===== src/rtl/pop_count_pipe.sv =====
// Pipelined population counter: leaf popcounts feed a registered binary adder tree,
// with a travelling valid bit, global stall and a saturating result accumulator.
module pop_count_pipe #(
    parameter int unsigned N      = 64,
    parameter int unsigned LEAF_W = 8,
    parameter int unsigned ACC_W  = 16
) (
    input  logic                 clk,
    input  logic                 rst,
    input  logic                 en,
    input  logic                 valid_i,
    input  logic [N-1:0]         x,
    input  logic                 acc_clr,
    output logic                 valid_o,
    output logic [$clog2(N):0]   y,
    output logic [ACC_W-1:0]     acc_o,
    output logic                 acc_sat
);

    localparam int unsigned G       = (N + LEAF_W - 1) / LEAF_W;
    localparam int unsigned L       = $clog2(G);
    localparam int unsigned LATENCY = L + 1;
    localparam int unsigned YW      = $clog2(N) + 1;
    localparam int unsigned GP      = 2 ** L;
    localparam int unsigned XPW     = GP * LEAF_W;
    localparam int unsigned LW0     = $clog2(LEAF_W) + 1;
    localparam int unsigned AW1     = ACC_W + 1;

    logic [XPW-1:0] xp;
    logic [L:0]     vld;
    logic           pre_v;
    logic           load;
    logic [YW-1:0]  new_y;

    // Zero-extend to a power-of-two number of leaves so the tree is balanced.
    assign xp = XPW'(x);

    for (genvar l = 0; l <= L; l++) begin : lv
        localparam int unsigned W = LW0 + l;
        localparam int unsigned M = GP >> l;

        logic [M-1:0][W-1:0] d;
        logic [M-1:0][W-1:0] q;

        if (l == 0) begin : g_leaf
            always_comb begin
                d = '0;
                for (int unsigned g = 0; g < M; g++) begin
                    for (int unsigned b = 0; b < LEAF_W; b++) begin
                        d[g] = d[g] + W'(xp[g*LEAF_W + b]);
                    end
                end
            end
        end else begin : g_add
            // Each level is one bit wider than its inputs, so carries are kept.
            always_comb begin
                d = '0;
                for (int unsigned i = 0; i < M; i++) begin
                    d[i] = W'(lv[l-1].q[2*i]) + W'(lv[l-1].q[2*i + 1]);
                end
            end
        end

        always_ff @(posedge clk) begin
            if (rst) begin
                q <= '0;
            end else if (en) begin
                q <= d;
            end
        end
    end

    if (L == 0) begin : g_v_single
        assign pre_v = valid_i;
        always_ff @(posedge clk) begin
            if (rst) begin
                vld <= '0;
            end else if (en) begin
                vld <= valid_i;
            end
        end
    end else begin : g_v_chain
        assign pre_v = vld[L-1];
        always_ff @(posedge clk) begin
            if (rst) begin
                vld <= '0;
            end else if (en) begin
                vld <= {vld[L-1:0], valid_i};
            end
        end
    end

    assign valid_o = vld[L];
    assign y       = YW'(lv[L].q[0]);
    assign new_y   = YW'(lv[L].d[0]);
    assign load    = en & pre_v;

    logic [ACC_W-1:0] acc_base;
    logic [AW1-1:0]   acc_sum;
    logic             acc_ovf;

    // Clear-then-add: a coincident clear zeroes the base before the new result is added.
    always_comb begin
        acc_base = acc_clr ? '0 : acc_o;
        acc_sum  = AW1'(acc_base) + AW1'(new_y);
        acc_ovf  = acc_sum[ACC_W];
    end

    always_ff @(posedge clk) begin
        if (rst) begin
            acc_o   <= '0;
            acc_sat <= 1'b0;
        end else if (load) begin
            acc_o   <= acc_ovf ? '1 : acc_sum[ACC_W-1:0];
            acc_sat <= (acc_sat & ~acc_clr) | acc_ovf;
        end else if (acc_clr) begin
            acc_o   <= '0;
            acc_sat <= 1'b0;
        end
    end

    // Compile-time parameter sanity.
    if (LATENCY != L + 1 || ACC_W < YW || LEAF_W < 1 || LEAF_W > N) begin : g_bad_params
        $error("pop_count_pipe: illegal parameter combination");
    end

endmodule


===== config.mk =====
export PLATFORM = sky130hd
export DESIGN_NAME = pop_count_pipe
export DESIGN_NICKNAME = d
export VERILOG_FILES = /design/src/rtl/pop_count_pipe.sv
export SDC_FILE = /design/constraint.sdc
export NUM_CORES = 1
export LEC_CHECK = 0
export ABC_CLOCK_PERIOD_IN_PS = 6300
export CAP_MARGIN = 20
export CORE_MARGIN = 3
export CORE_UTILIZATION = 59
export DETAILED_ROUTE_END_ITERATION = 10
export PLACE_DENSITY_LB_ADDON = 0.15
export REMOVE_ABC_BUFFERS = 1
export SLEW_MARGIN = 20
export SYNTH_ARGS = -nofsm -noshare
export SYNTH_HDL_FRONTEND = slang
export SYNTH_SLANG_ARGS = --single-unit

===== constraint.sdc =====
create_clock -name clk -period 6.3 [get_ports clk]
set_clock_uncertainty 0.1 [all_clocks]
set_input_delay 1.26 -clock clk [delete_from_list [all_inputs] [get_ports clk]]
set_output_delay 1.26 -clock clk [all_outputs]
set_load 0.03 [all_outputs]

# [Word level (Yosys, flattened, before mapping)]
# Cells that the tools add are included.
[word_totals] n_memories=0 latchBits=0 ramBits=0 rom_bits=0 register_bits=92 out_inout_bits=25
[classes] shifts=0 eq_ne=0 magnitude_cmp=0 n_addsub=64 n_reduce_logical=1 muxes=5 n_mul=0 div=0 n_bitwise=4
[op_table] op="adder 4 x 1 -> 4 bit" count=32
[op_table] op="two-way mux 16 bit" count=3
[op_table] op="adder 3 x 1 -> 4 bit" count=8
[op_table] op="adder 2 x 1 -> 3 bit" count=8
[op_table] op="adder 4 x 4 -> 5 bit" count=4
[op_table] op="adder 16 x 7 -> 17 bit" count=1
[op_table] op="adder 1 x 1 -> 2 bit" count=8
[op_table] op="adder 5 x 5 -> 6 bit" count=2
[op_table] op="adder 6 x 6 -> 7 bit" count=1
[op_table] op="bitwise AND 1 bit" count=2
[op_table] op="two-way mux 1 bit" count=2
[op_table] op="nonzero test 2 bit" count=1
[op_table] op="NOT 1 bit" count=1
[op_table] op="OR 1 bit" count=1

# [Logic depth before layout (Yosys ltp)]
[logic_depth] depth_word=7 ltp_mapped=14

# [Worst setup path after synthesis]
# No wires, ideal clock.
[synth_path] kind="input port to flip-flop" startpoint="input port x[56]" endpoint="register lv[0].q[30] in the netlist's numbering" setup_time_ns=0.086 arrival_ns=3.662 slack_ns=2.453 stages=9 n_path_buf=0 cell_sequence="fa_1 inv_1 fa_1 fa_1 inv_1 ha_1 fa_1 xnor2_1 a211oi_1"
[synth_via] elab_chain_cells=7
[synth_rtl] element="start: declaration" line="12" rtl="input logic [N-1:0] x,"
[synth_rtl] element="adder 1 x 1 -> 2 bit" line="50" rtl="d[g] = d[g] + W'(xp[g*LEAF_W + b]);"
[synth_rtl] element="adder 2 x 1 -> 3 bit" line="50"
[synth_rtl] element="adder 3 x 1 -> 4 bit" line="50"
[synth_rtl] element="adder 4 x 1 -> 4 bit (4 in a row)" line="50"
[synth_rtl] element="end signal: assignment" line="66" rtl="q <= '0;"
[synth_rtl] element="end signal: assignment" line="68" rtl="q <= d;"
[synth_rtl] element="end: declaration" line="43" rtl="logic [M-1:0][W-1:0] q;"
# Every way passes these cells.
# A chain may end at the register's enable or synchronous reset.

# [Final worst setup path]
[layout_path] startpoint="input port x[40]" endpoint="register lv[0].q[22] in the netlist's numbering"
# Same word-level chain as after synthesis.

==> impl_metrics.ini <==
[pwr]
peakVddDrop_v = 0.000158
pwr-share-clk_pct = 28.7
p_sw_share_pct = 30.2
powerDensity_nw_per_um2 = 226
combinationalPowerShare_pct = 31.0
leakagePower_uw = 0.00339
seq_power_share_pct = 40.3
internal-power_uw = 1170
netSwitchingPower_uw = 509

[setup_path]
cp-start-kind = input port
cp.arrival_ns = 4.19
critPathKind = in -> reg
ff2ff_setup_slack_ns = 2.99
cp_max_fo = 2
r2r_cells = 13
cp.required_ns = 6.42
reg2reg_to = acc_o[13]$_SDFF_PP0_
cp-end-kind = flop
r2r-start = lv[2].q[6]$_SDFFE_PP0P_

[synthesis]
synth_most_common_cell = inv_1
syn_area_um2 = 6200
yosys_warnings = 0
ys_ff_latch = 92
synth_edf_count = 0
synth_top_area_share_pct = 29.7
async_flop_share_pct = 0
syn_area_per_cell_um2 = 9.21
netlist_instances = 673
synthTopCellsByCount = inv_1, dfxtp_1, nor2_1
yosys.area.top_type = dfxtp_1
ys_seq_area_share_pct = 29.7
ys_types = 48
ys.flop_type = dfxtp_1
synthTopCellsByArea = dfxtp_1, fa_1, ha_1, inv_1, mux2i_1

[hold_path]
worstHoldPathCells = 2
hold_start = vld[3]$_SDFFE_PP0P_
hold-path-endpoint = vld[3]$_SDFFE_PP0P_
min_path_type = reg -> reg

[route]
wl_per_cell_um = 13.7
dr.pass1.iters = 4
drc = 0
via_count = 4711
viasPerCell = 5.28
routed_wl_um = 12200
final_antenna_net_count = 0
drt_iter0_drc = 212

[cells_and_area]
areaGrowthSynthToFinish_pct = 20.3
fin_nets = 926
fillers = 773
drive_gt1_share_pct = 4.08

[global_routing]
grt_overflow_total = 0
first_global_vias = 5030
grtUsageTotal_pct = 22.4
grt_max_degree = 65
grt_pass1_wl_um = 21500
antenna_found_initial = 0

[floorplan]
io_pins = 94
fp.dieW_um = 108
die_h_um = 108
placementRows = 36
dieArea_um2 = 11800
start_util_pct = 62.0
core-area_um2 = 10000

[timing]
hold_viol = 0
setup_tns_ns = 0
fmax_ghz = 0.246
min_period_ns = 4.07
fin_ws_ns = 2.23
slew_violations = 0
tightest_slew_ns = 0.710
rsz0062_at_grt = no
fin_crit_sh_pct = 64.6
setup_viol = 0
slew-limit-headroom_pct = 52.7

[cts]
cts_tree = yes
ctsHoldBuffers = 0
path_clk_slew_ns = 0.08
clock_latency_ns = 0.36
ctsResizeCount = 0
cts_root_buffer = clkbuf_8
cts_sinks = 92
clk_path_buf_depth = 2
cts_buffers = 9
h-tree-depth = 3
cts_setup_buffers = 0

[place]
place_ws_ns = 1.83
port_buffers = 93
hpwl_um = 9190
gp_congestion = 0.836

[run_status]
status = finished, final reports clean

[job]
max_cap_violations = 0
## cell families (layout without fill, tap and decap cells)
family / after synthesis / in the layout / synth area share [%]
other: 0 / 1 / 0
buffers and inverters: 135 / 221 / 8.24
adder cells (fa/ha/maj): 103 / 103 / 25.6
AO/OA/AOI/OAI: 104 / 104 / 11.6
AND/OR/NAND/NOR: 167 / 167 / 13.8
XOR/XNOR: 32 / 32 / 4.52
multiplexers: 40 / 40 / 6.46
flip-flops: 92 / 92 / 29.7
## how the worst max path moves through the flow
stage          start                  endpoint  slack, ns  cells after the start
5_1_grt        x[16]  lv[0].q[10]$_SDFFE_PP0P_       2.05                     12
4_1_cts        x[40]  lv[0].q[22]$_SDFFE_PP0P_       2.20                     12
2_1_floorplan  x[56]  lv[0].q[30]$_SDFFE_PP0P_       2.45                      9
6_report       x[40]  lv[0].q[22]$_SDFFE_PP0P_       2.23                     12
3_3_place_gp    x[0]   lv[0].q[2]$_SDFFE_PP0P_       1.94                     12
3_5_place_dp   x[40]  lv[0].q[22]$_SDFFE_PP0P_       1.83                     12
## state kept, by name, indices dropped and copies added, names as in the netlist
name     cells
acc_sat      1
acc_o       16
lv.q        64
y            7
vld          4
## metrics by stage
| step | area, µm² | std cells | hold slack, ns | utilization, % | power [µW] |
|---|---|---|---|---|---|
| 2_1_floorplan | 6100 | 648 | 0.343 | - | 1040 |
| 6_report | 7450 | 893 | 0.375 | 74.5 | 1680 |
| 3_5_place_dp | 7200 | 876 | 0.364 | 72.0 | 1210 |
| 3_3_place_gp | 7200 | 876 | 0.362 | 72.0 | 1180 |
| 5_1_grt | 7450 | 892 | 0.407 | 74.5 | 1810 |
| 4_1_cts | 7450 | 892 | 0.378 | 74.5 | 1700 |
## worst max-delay path, stage by stage
cell and delay, ns:
clkdlybuf4s50_1 0.44, fa_1 0.55, inv_1 0.05, fa_1 0.49, fa_1 0.41, inv_1 0.07, ha_1 0.17, inv_1 0.06
fa_1 0.37, xnor2_1 0.13, mux2i_1 0.14, nor2_1 0.06
## power groups by stage
stage / clock network [µW] / registers, µW / logic (µW)
CTS: 493 / 677 / 530
finish: 483 / 677 / 521
global route: 519 / 685 / 605
detailed placement: 0 / 690 / 522
floorplan: 0 / 685 / 356
global placement: 0 / 688 / 491
## cells in the final DEF (no fill, tap or decap), types with 4 or more instances in the layout
master	netlist	final
inv_1	110	110
dfxtp_1	92	92
clkdlybuf4s50_1	0	91
nor2_1	76	76
ha_1	63	63
mux2i_1	40	40
fa_1	40	40
a21oi_1	32	32
xnor2_1	29	29
nor3_1	20	20
a211oi_1	20	20
nor2b_1	19	19
a21o_1	17	17
nand2b_1	14	14
clkbuf_8	0	10
nand2_1	9	9
o21ai_0	8	8
nand3_1	8	8
a311oi_1	6	6
o21a_1	4	4
## final cells by class
| type | instances | area, µm² | area share [%] |
|---|---|---|---|
| diodes | 1 | 2.50 | 0.0336 |
| clock buffers | 10 | 138 | 1.85 |
| clock inverters | 6 | 111 | 1.49 |
| inverters | 110 | 413 | 5.54 |
| multi-input cells | 446 | 3840 | 51.6 |
| flip-flops and latches | 92 | 1840 | 24.7 |
| well taps | 133 | 166 | 2.23 |
| repair buffers | 95 | 938 | 12.6 |
## routing by layer
layer / vias to the layer above / wire [µm] / global-route usage [%]
met5: - / 0 / 0
met4: 0 / 154 / 5.59
met3: 18 / 502 / 4.54
met2: 83 / 6320 / 41.2
met1: 2231 / 5230 / 26.5
li1: 2379 / - / -
Power figures use the tool's default switching activity.
